==> config.mk <==
export PLATFORM = sky130hd
export DESIGN_NAME = gate_encoder_flat
export DESIGN_NICKNAME = d
export VERILOG_FILES = /design/src/rtl/gate_encoder_if.sv /design/src/rtl/gate_encoder.sv /design/src/flat_wrapper.sv
export SDC_FILE = /design/constraint.sdc
export NUM_CORES = 1
export LEC_CHECK = 0
export CAP_MARGIN = 15
export CORE_MARGIN = 8
export CORE_UTILIZATION = 55
export DETAILED_ROUTE_END_ITERATION = 10
export PLACE_DENSITY = 0.87
export SYNTH_ARGS = -nofsm -noshare
export SYNTH_HDL_FRONTEND = slang
export SYNTH_SLANG_ARGS = --single-unit
==> constraint.sdc <==
create_clock -name clk -period 3.3 [get_ports clk]
set_input_delay 0.33 -clock clk [delete_from_list [all_inputs] [get_ports clk]]
set_output_delay 0.33 -clock clk [all_outputs]
set_load 0.02 [all_outputs]
==> src/rtl/gate_encoder_if.sv <==
// gate_encoder_if: record-in / byte-out bus of the gate record serializer.
//   in_valid/in_ready     record handshake (gate_type, id_1, id_2, ctxt, gate_id)
//   out_data/out_valid/out_ready  byte handshake toward the SPI transmit shifter
//   done                  one-cycle pulse after the last byte of a record
// master: record producer / byte consumer.  slave: the encoder.
interface gate_encoder_if #(
  parameter int ID_W     = 24,
  parameter int CTXT_W   = 128,
  parameter int NUM_CTXT = 3
);
  logic                       in_valid;
  logic                       in_ready;
  logic [1:0]                 gate_type;
  logic [ID_W-1:0]            id_1;
  logic [ID_W-1:0]            id_2;
  logic [NUM_CTXT*CTXT_W-1:0] ctxt;
  logic [ID_W-1:0]            gate_id;
  logic [7:0]                 out_data;
  logic                       out_valid;
  logic                       out_ready;
  logic                       done;

  modport master (
    output in_valid, gate_type, id_1, id_2, ctxt, gate_id, out_ready,
    input  in_ready, out_data, out_valid, done
  );

  modport slave (
    input  in_valid, gate_type, id_1, id_2, ctxt, gate_id, out_ready,
    output in_ready, out_data, out_valid, done
  );
endinterface

==> src/rtl/gate_encoder.sv <==
// gate_encoder: serializes one parallel gate record into the spi_decoder byte
// stream (type, id_1, id_2, ciphertexts, gate_id; multi-byte fields LSB first).
//   clk, rst  clock and synchronous active-high reset
//   bus       gate_encoder_if.slave (record in, byte stream out, done pulse)
//
// state  | meaning
// IDLE   | waiting for a record, in_ready high
// TYPE   | sending {6'b0, gate_type}
// ID1    | sending id_1 bytes
// ID2    | sending id_2 bytes (not for BUF)
// CTXT   | sending ciphertext bytes (AND only)
// GID    | sending gate_id bytes
module gate_encoder #(
  parameter int ID_W     = 24,
  parameter int CTXT_W   = 128,
  parameter int NUM_CTXT = 3
) (
  input  logic           clk,
  input  logic           rst,
  gate_encoder_if.slave  bus
);
  localparam int ID_B = ID_W / 8;
  localparam int CT_B = CTXT_W / 8;
  localparam int BI_W = (ID_B > 1) ? $clog2(ID_B) : 1;
  localparam int CB_W = (CT_B > 1) ? $clog2(CT_B) : 1;
  localparam int CK_W = (NUM_CTXT > 1) ? $clog2(NUM_CTXT) : 1;

  localparam logic [2:0] S_IDLE = 3'd0;
  localparam logic [2:0] S_TYPE = 3'd1;
  localparam logic [2:0] S_ID1  = 3'd2;
  localparam logic [2:0] S_ID2  = 3'd3;
  localparam logic [2:0] S_CTXT = 3'd4;
  localparam logic [2:0] S_GID  = 3'd5;

  localparam logic [1:0] T_AND = 2'd0;
  localparam logic [1:0] T_BUF = 2'd2;

  logic [2:0]                 state;
  logic [1:0]                 type_q;
  logic [ID_W-1:0]            id1_q;
  logic [ID_W-1:0]            id2_q;
  logic [ID_W-1:0]            gid_q;
  logic [NUM_CTXT*CTXT_W-1:0] ctxt_q;
  logic [BI_W-1:0]            byte_idx;
  // ctxt_cnt = {ctxt_k, ctxt_b}: ciphertext index and byte within it
  logic [CK_W-1:0]            ctxt_k;
  logic [CB_W-1:0]            ctxt_b;
  logic                       out_valid_q;
  logic                       done_q;
  logic [7:0]                 out_data_c;

  logic hs;
  logic last_id;
  logic last_cb;
  logic last_ck;

  assign hs      = out_valid_q && bus.out_ready;
  assign last_id = (byte_idx == BI_W'(ID_B - 1));
  assign last_cb = (ctxt_b == CB_W'(CT_B - 1));
  assign last_ck = (ctxt_k == CK_W'(NUM_CTXT - 1));

  assign bus.in_ready  = (state == S_IDLE);
  assign bus.out_valid = out_valid_q;
  assign bus.done      = done_q;
  assign bus.out_data  = out_data_c;

  // Byte mux is driven from registered state/counters only, so out_data
  // holds naturally while the consumer stalls.
  always_comb begin
    out_data_c = 8'h00;
    case (state)
      S_TYPE:  out_data_c = {6'b0, type_q};
      S_ID1:   out_data_c = id1_q[8*byte_idx +: 8];
      S_ID2:   out_data_c = id2_q[8*byte_idx +: 8];
      S_CTXT:  out_data_c = ctxt_q[8*(int'(ctxt_k)*CT_B + int'(ctxt_b)) +: 8];
      S_GID:   out_data_c = gid_q[8*byte_idx +: 8];
      default: out_data_c = 8'h00;
    endcase
  end

  always_ff @(posedge clk) begin
    if (rst) begin
      state       <= S_IDLE;
      type_q      <= '0;
      id1_q       <= '0;
      id2_q       <= '0;
      gid_q       <= '0;
      ctxt_q      <= '0;
      byte_idx    <= '0;
      ctxt_k      <= '0;
      ctxt_b      <= '0;
      out_valid_q <= 1'b0;
      done_q      <= 1'b0;
    end else begin
      done_q <= 1'b0;
      case (state)
        S_IDLE: begin
          if (bus.in_valid) begin
            type_q      <= bus.gate_type;
            id1_q       <= bus.id_1;
            id2_q       <= bus.id_2;
            gid_q       <= bus.gate_id;
            ctxt_q      <= bus.ctxt;
            byte_idx    <= '0;
            ctxt_k      <= '0;
            ctxt_b      <= '0;
            out_valid_q <= 1'b1;
            state       <= S_TYPE;
          end
        end
        S_TYPE: begin
          if (hs) state <= S_ID1;
        end
        S_ID1: begin
          if (hs) begin
            if (last_id) begin
              byte_idx <= '0;
              state    <= (type_q == T_BUF) ? S_GID : S_ID2;
            end else begin
              byte_idx <= byte_idx + 1'b1;
            end
          end
        end
        S_ID2: begin
          if (hs) begin
            if (last_id) begin
              byte_idx <= '0;
              // reserved type 3 falls through like XOR
              state    <= (type_q == T_AND) ? S_CTXT : S_GID;
            end else begin
              byte_idx <= byte_idx + 1'b1;
            end
          end
        end
        S_CTXT: begin
          if (hs) begin
            if (last_cb) begin
              ctxt_b <= '0;
              if (last_ck) begin
                ctxt_k <= '0;
                state  <= S_GID;
              end else begin
                ctxt_k <= ctxt_k + 1'b1;
              end
            end else begin
              ctxt_b <= ctxt_b + 1'b1;
            end
          end
        end
        S_GID: begin
          if (hs) begin
            if (last_id) begin
              byte_idx    <= '0;
              out_valid_q <= 1'b0;
              done_q      <= 1'b1;
              state       <= S_IDLE;
            end else begin
              byte_idx <= byte_idx + 1'b1;
            end
          end
        end
        default: begin
          state       <= S_IDLE;
          out_valid_q <= 1'b0;
        end
      endcase
    end
  end
endmodule

==> src/flat_wrapper.sv <==
// flat-port wrapper written by rule: the top's interface ports become plain ports
module gate_encoder_flat 
#(
  parameter int ID_W     = 24,
  parameter int CTXT_W   = 128,
  parameter int NUM_CTXT = 3
)
  (clk, rst, bus_in_valid, bus_gate_type, bus_id_1, bus_id_2, bus_ctxt, bus_gate_id, bus_out_ready, bus_in_ready, bus_out_data, bus_out_valid, bus_done);
  gate_encoder_if #(.ID_W(ID_W), .CTXT_W(CTXT_W), .NUM_CTXT(NUM_CTXT)) bus_i ();
  input  logic clk;
  input  logic rst;
  input wire logic [$bits(bus_i.in_valid)-1:0] bus_in_valid;
  input wire logic [$bits(bus_i.gate_type)-1:0] bus_gate_type;
  input wire logic [$bits(bus_i.id_1)-1:0] bus_id_1;
  input wire logic [$bits(bus_i.id_2)-1:0] bus_id_2;
  input wire logic [$bits(bus_i.ctxt)-1:0] bus_ctxt;
  input wire logic [$bits(bus_i.gate_id)-1:0] bus_gate_id;
  input wire logic [$bits(bus_i.out_ready)-1:0] bus_out_ready;
  output wire logic [$bits(bus_i.in_ready)-1:0] bus_in_ready;
  output wire logic [$bits(bus_i.out_data)-1:0] bus_out_data;
  output wire logic [$bits(bus_i.out_valid)-1:0] bus_out_valid;
  output wire logic [$bits(bus_i.done)-1:0] bus_done;
  assign bus_i.in_valid = bus_in_valid;
  assign bus_i.gate_type = bus_gate_type;
  assign bus_i.id_1 = bus_id_1;
  assign bus_i.id_2 = bus_id_2;
  assign bus_i.ctxt = bus_ctxt;
  assign bus_i.gate_id = bus_gate_id;
  assign bus_i.out_ready = bus_out_ready;
  assign bus_in_ready = bus_i.in_ready;
  assign bus_out_data = bus_i.out_data;
  assign bus_out_valid = bus_i.out_valid;
  assign bus_done = bus_i.done;
  gate_encoder #(.ID_W(ID_W), .CTXT_W(CTXT_W), .NUM_CTXT(NUM_CTXT)) u_core (.clk(clk), .rst(rst), .bus(bus_i));
endmodule
# After elaboration in Yosys (flattened, before gate mapping)

Index checks and enable logic that the tools add are counted.

Bitwise gates (word level): 3
Shifts and indexed selects: 4
Equality and inequality tests: 21
$add $sub $neg: 4
Multiplexer cells: 32
Reduce and logical (&&, ||, !) cells: 14

Operators with widths:

| kind                                                                  | number |
|---|---|
| 384-bit by 32-bit indexed part select with 8-bit output               | 1 |
| 24-bit by 6-bit indexed part select with 8-bit output                 | 3 |
| 8-bit case mux with 5 select lines                                    | 1 |
| 3-bit two-way mux                                                     | 12 |
| 2-bit by 1-bit != test with 1-bit output, second input constant       | 11 |
| 3-bit case mux with 6 select lines                                    | 1 |
| 2-bit two-way mux                                                     | 6 |
| 4-bit two-way mux                                                     | 3 |
| 11-bit AND reduction                                                  | 1 |
| 2-bit case mux with 2 select lines                                    | 2 |
| 4-bit case mux with 2 select lines                                    | 1 |
| 4-bit AND reduction                                                   | 2 |
| 6-bit by 4-bit adder with 7-bit output                                | 1 |
| 2-bit equality test, second input constant                            | 3 |
| 3-bit by 2-bit equality test with 1-bit output, second input constant | 2 |
| 3-bit equality test, second input constant                            | 2 |
| 3-bit AND reduction                                                   | 2 |
| 3-bit OR reduction                                                    | 2 |
| 1-bit two-way mux                                                     | 5 |
| 2-bit by 1-bit adder with 2-bit output, second input constant         | 2 |
| 4-bit by 1-bit adder with 4-bit output, second input constant         | 1 |
| 4-bit equality test, second input constant                            | 1 |
| 2-bit nonzero test                                                    | 2 |
| 4-bit OR reduction                                                    | 1 |
| other kinds (8)                                                       | 10 |

Input bits: 462
Bits in registers: 471
Word-level logic and storage cells: 89
Output and inout bits: 11

# Logic depth before layout (Yosys ltp)

Word-level depth: 5
Depth in mapped cells: 9
Mapped depth without buffers: 6

# Worst setup path after synthesis

No wires, ideal clock.

Kind: register -> output
Start: register u_core.ctxt_b[0]
End: output port bus_out_data[6]
Buffers on the path: 4
Stages on the path, launching flop included: 10
Arrival: 2,131 ps
Setup slack: 839 ps
Path through: dfxtp_1 buf_6 buf_12 buf_12 buf_6 nand2_2 o22ai_1 a311o_1 o311a_1 o31ai_1

Word-level cells in the longest chain between the ends: 3

Ends and longest elaborated chain:

| element                                                 | line                | RTL |
|---|---|---|
| from (decl)                                             | gate_encoder.sv:47  | `logic [CB_W-1:0] ctxt_b;` |
| from (signal assigned)                                  | gate_encoder.sv:146 | `ctxt_b <= ctxt_b + 1'b1;` |
| 6-bit by 4-bit adder with 7-bit output                  | gate_encoder.sv:75  | `S_CTXT: out_data_c = ctxt_q[8*(int'(ctxt_k)*CT_B + int'(ctxt_b)) +: 8];` |
| 384-bit by 32-bit indexed part select with 8-bit output | gate_encoder.sv:75  |  |
| 8-bit case mux with 5 select lines                      | gate_encoder.sv:71  | `case (state)` |
| to (decl)                                               | flat_wrapper.sv:20  | `output wire logic [$bits(bus_i.out_data)-1:0] bus_out_data;` |

No other way between the ends.

# Final worst setup path

Start: register u_core.ctxt_b[1]
End: output port bus_out_data[3]

The elaborated chain is that of the path after synthesis.

==> results.py <==
metrics = {
    "synthesis": {
        "netlist_area_mm2": 0.0206,
        "ys_types": 68,
        "syn_nets": 2958,
        "synth_area_leaders": "dfxtp_1, nand2_1, a21oi_1",
        "synth-edff-count": 0,
        "async_flop_share_pct": 0,
        "synth_seq_cells": 471,
        "yosysMostFrequentCell": "nand2_1",
        "synthTopCellsByCount": "nand2_1, a21oi_1, dfxtp_1",
        "yosysWarnings": 0,
        "ys.flop_type": "dfxtp_1",
        "synth_area_per_cell_um2": 8.27,
        "yosys.area.top_type": "dfxtp_1",
        "yosys.area.top_type_share_pct": 45.7,
        "ys_seq_area_share_pct": 45.7,
        "synthCells": 2495,
    },
    "routing": {
        "wire_per_inst_um": 22.5,
        "drt_iter0_drc": 2252,
        "firstDrtPassIters": 6,
        "drtAntennaViolNets": 0,
        "drc": 0,
        "vias": 20300,
        "drt_wl_total_mm": 77.0,
        "via_per_inst": 5.94,
    },
    "critical_path": {
        "required_ns": 2.97,
        "cp_slowest_cell": "or4_4",
        "cp.arrival_ns": 2.97,
        "slowest_delay_ns": 0.59,
        "cp_cell_sequence": "buf_4, mux4_2, mux2i_2, or3_1, o211ai_1, or4_4, buf_4",
        "end_kind": "output port",
        "path_max_fanout": 6,
        "cpMostUsedCell": "buf_4",
        "path_class": "reg2out",
        "cp_num_buf_inv": 2,
        "crit_family": "multiplexers",
        "worstSetupStartpointType": "flop",
    },
    "pwr": {
        "power_switching_share_pct": 35.9,
        "leakagePower_nw": 10.1,
        "power.total_mw": 18.8,
        "switching_power_mw": 6.75,
        "p_int_mw": 12.1,
        "p_comb_share_pct": 31.6,
        "seqPwrFrac_pct": 39.8,
        "ir_drop_v": 0.000440,
        "power_density_mw_per_mm2": 679,
        "clockPowerShare_pct": 28.6,
    },
    "cts": {
        "clk_latency_ns": 0.59,
        "cts.sinks": 471,
        "cts_tree": "done",
        "clk_path_buf_depth": 3,
        "cts_buffers": 47,
        "ctsHoldBuffers": 0,
        "h-tree-depth": 2,
        "clk_transition_reported_paths_ns": 0.06,
        "clockRootBuffer": "clkbuf_16",
    },
    "floorplan": {
        "die-area_mm2": 0.0439,
        "num_rows": 71,
        "start_util_pct": 55.3,
        "die_x_um": 210,
        "die_h_um": 210,
        "core_area_mm2": 0.0373,
        "pin_count": 473,
    },
    "global_routing": {
        "first_global_vias": 20000,
        "grt_pass1_wl_mm": 115,
        "gr-total-overflow": 0,
        "grt.total_usage_pct": 33.4,
        "grt_antenna_before_repair": 8,
        "grt_max_degree": 212,
    },
    "timing": {
        "whs_ns": 0.254,
        "setup_viol": 1,
        "fmax_mhz": 303,
        "worst_slew_pin_slew_ns": 0.969,
        "hold_viol": 0,
        "report.final.slew_viol_count": 0,
        "setup_slack_ns": -0.00223,
        "clock_skew_ns": 0.0200,
        "finalCritPeriodShare_pct": 100,
        "relSlewSlack_pct": 35.4,
        "period_needed_ns": 3.30,
    },
    "placement": {
        "hpwl_mm": 56.6,
        "portBuffers": 472,
        "dpl_worst_slack_ns": -0.0169,
        "place.gp.congestion": 0.966,
    },
    "flow_run": {
        "cap_violations": 0,
    },
    "outcome": {
        "failed_checks": "negative setup slack",
        "status": "finished, violations left",
    },
    "worst_hold_path": {
        "hp-class": "in2reg",
    },
    "finish": {
        "area_delta_synth_final_pct": 34.4,
        "layout-drive-gt1-share_pct": 10.3,
        "final_util_pct": 74.3,
        "fin_nets": 3365,
    },
}
cells by family (layout without fill, tap and decap cells):
family,after synthesis,in the layout,share of synthesized area (%)
xor+xnor,1,1,0.0425
other cells,0,7,0
flops,471,471,45.7
buf+inv,222,664,4.99
compound gates,606,606,16.5
simple gates,1060,1060,20.2
fa+ha+maj,1,1,0.0607
mux,134,134,12.5
cell type report:
type                       count  area [um^2]
clock buffer                  65         1320
sequential                   471         9440
antenna                        7         17.5
inverter                      12         45.0
tap                          474          593
fill                        2710         9590
multi-input combinational   1802        10300
timing repair buffer         568         5760
clock inverter                19          211
stage by stage:
step | area (um^2) | setup TNS (ns) | instances
final | 27700 | -0.00223 | 3418
after global routing | 27700 | -0.0752 | 3418
after CTS | 27500 | -0.147 | 3404
after detailed placement | 25800 | -0.0322 | 3304
after global placement | 25800 | -0.0173 | 3304
after floorplan | 20600 | 0 | 2495
state kept, by name (all words and copies together), names as in the netlist:
name	cells
u_core.id1_q	24
u_core.ctxt_k	2
u_core.type_q	2
u_core.byte_idx	2
u_core.id2_q	24
u_core.bus.done	1
u_core.ctxt_b	4
u_core.ctxt_q	384
u_core.gid_q	24
u_core.bus.out_valid	1
u_core.state	3
layer usage:
layer	track usage, %	part of all wire [%]
met2	55.0	48
met5	0	0.017
met1	41.3	38
met4	16.2	4.8
met3	7.16	8.9
power by group through the flow:
| stage | combinational [mW] | sequential [mW] | clock (mW) |
|---|---|---|---|
| after floorplan | 3.86 | 7.21 | 0 |
| after global placement | 5.64 | 7.52 | 0 |
| after detailed placement | 5.76 | 7.56 | 0 |
| after CTS | 5.81 | 7.45 | 5.41 |
| after global routing | 6.45 | 7.56 | 5.64 |
| final | 5.94 | 7.50 | 5.38 |
cells in the final DEF (no fill, tap or decap), drive strengths merged, types with 4 or more instances in the layout:
cell type / Yosys / final
nor2b: 9 / 9
nor2: 27 / 27
nor3: 16 / 16
buf: 79 / 101
nand4: 7 / 7
clkbuf: 131 / 66
mux2i: 34 / 34
inv: 11 / 12
nand3: 10 / 10
nand2b: 6 / 6
a32oi: 4 / 4
clkdlybuf4s50: 0 / 463
o221ai: 11 / 11
nand2: 957 / 957
a31oi: 5 / 5
o21ai: 17 / 17
o22ai: 9 / 9
a221oi: 14 / 14
a211o: 6 / 6
mux2: 9 / 9
a211oi: 8 / 8
o2111ai: 5 / 5
dfxtp: 471 / 471
and2: 6 / 6
a22oi: 6 / 6
mux4: 91 / 91
diode: 0 / 7
and3: 7 / 7
a2111oi: 8 / 8
clkinv: 1 / 13
a21oi: 484 / 484
repair_timing:
item | CTS | global route
buffers inserted | 14 | 7
resized for setup | 50 | 33
gates cloned | 2 | 0
pin swaps | 7 | 7
endpoints found under the setup margin | 8 | 8
worst paths after layout:
path	startpoint	endpoint	slack, ns	cells past startpoint
max	u_core.ctxt_b[1]	bus_out_data[3]	-0.002	7
min	rst	u_core.ctxt_b[1]	0.25	2
max reg2reg	u_core.state[0]	u_core.ctxt_q[25]	0.99	5
min reg2reg	u_core.ctxt_q[83]	u_core.ctxt_q[83]	0.45	2
worst reg2reg max path: stages, from the launching register on:
cell and delay [ns]:
dfxtp_1 0.34, buf_12 0.18, nor4b_4 0.37, buf_12 0.53, nand2_1 0.60, a21oi_1 0.23
No activity file was read; power rests on OpenSTA's default activity.
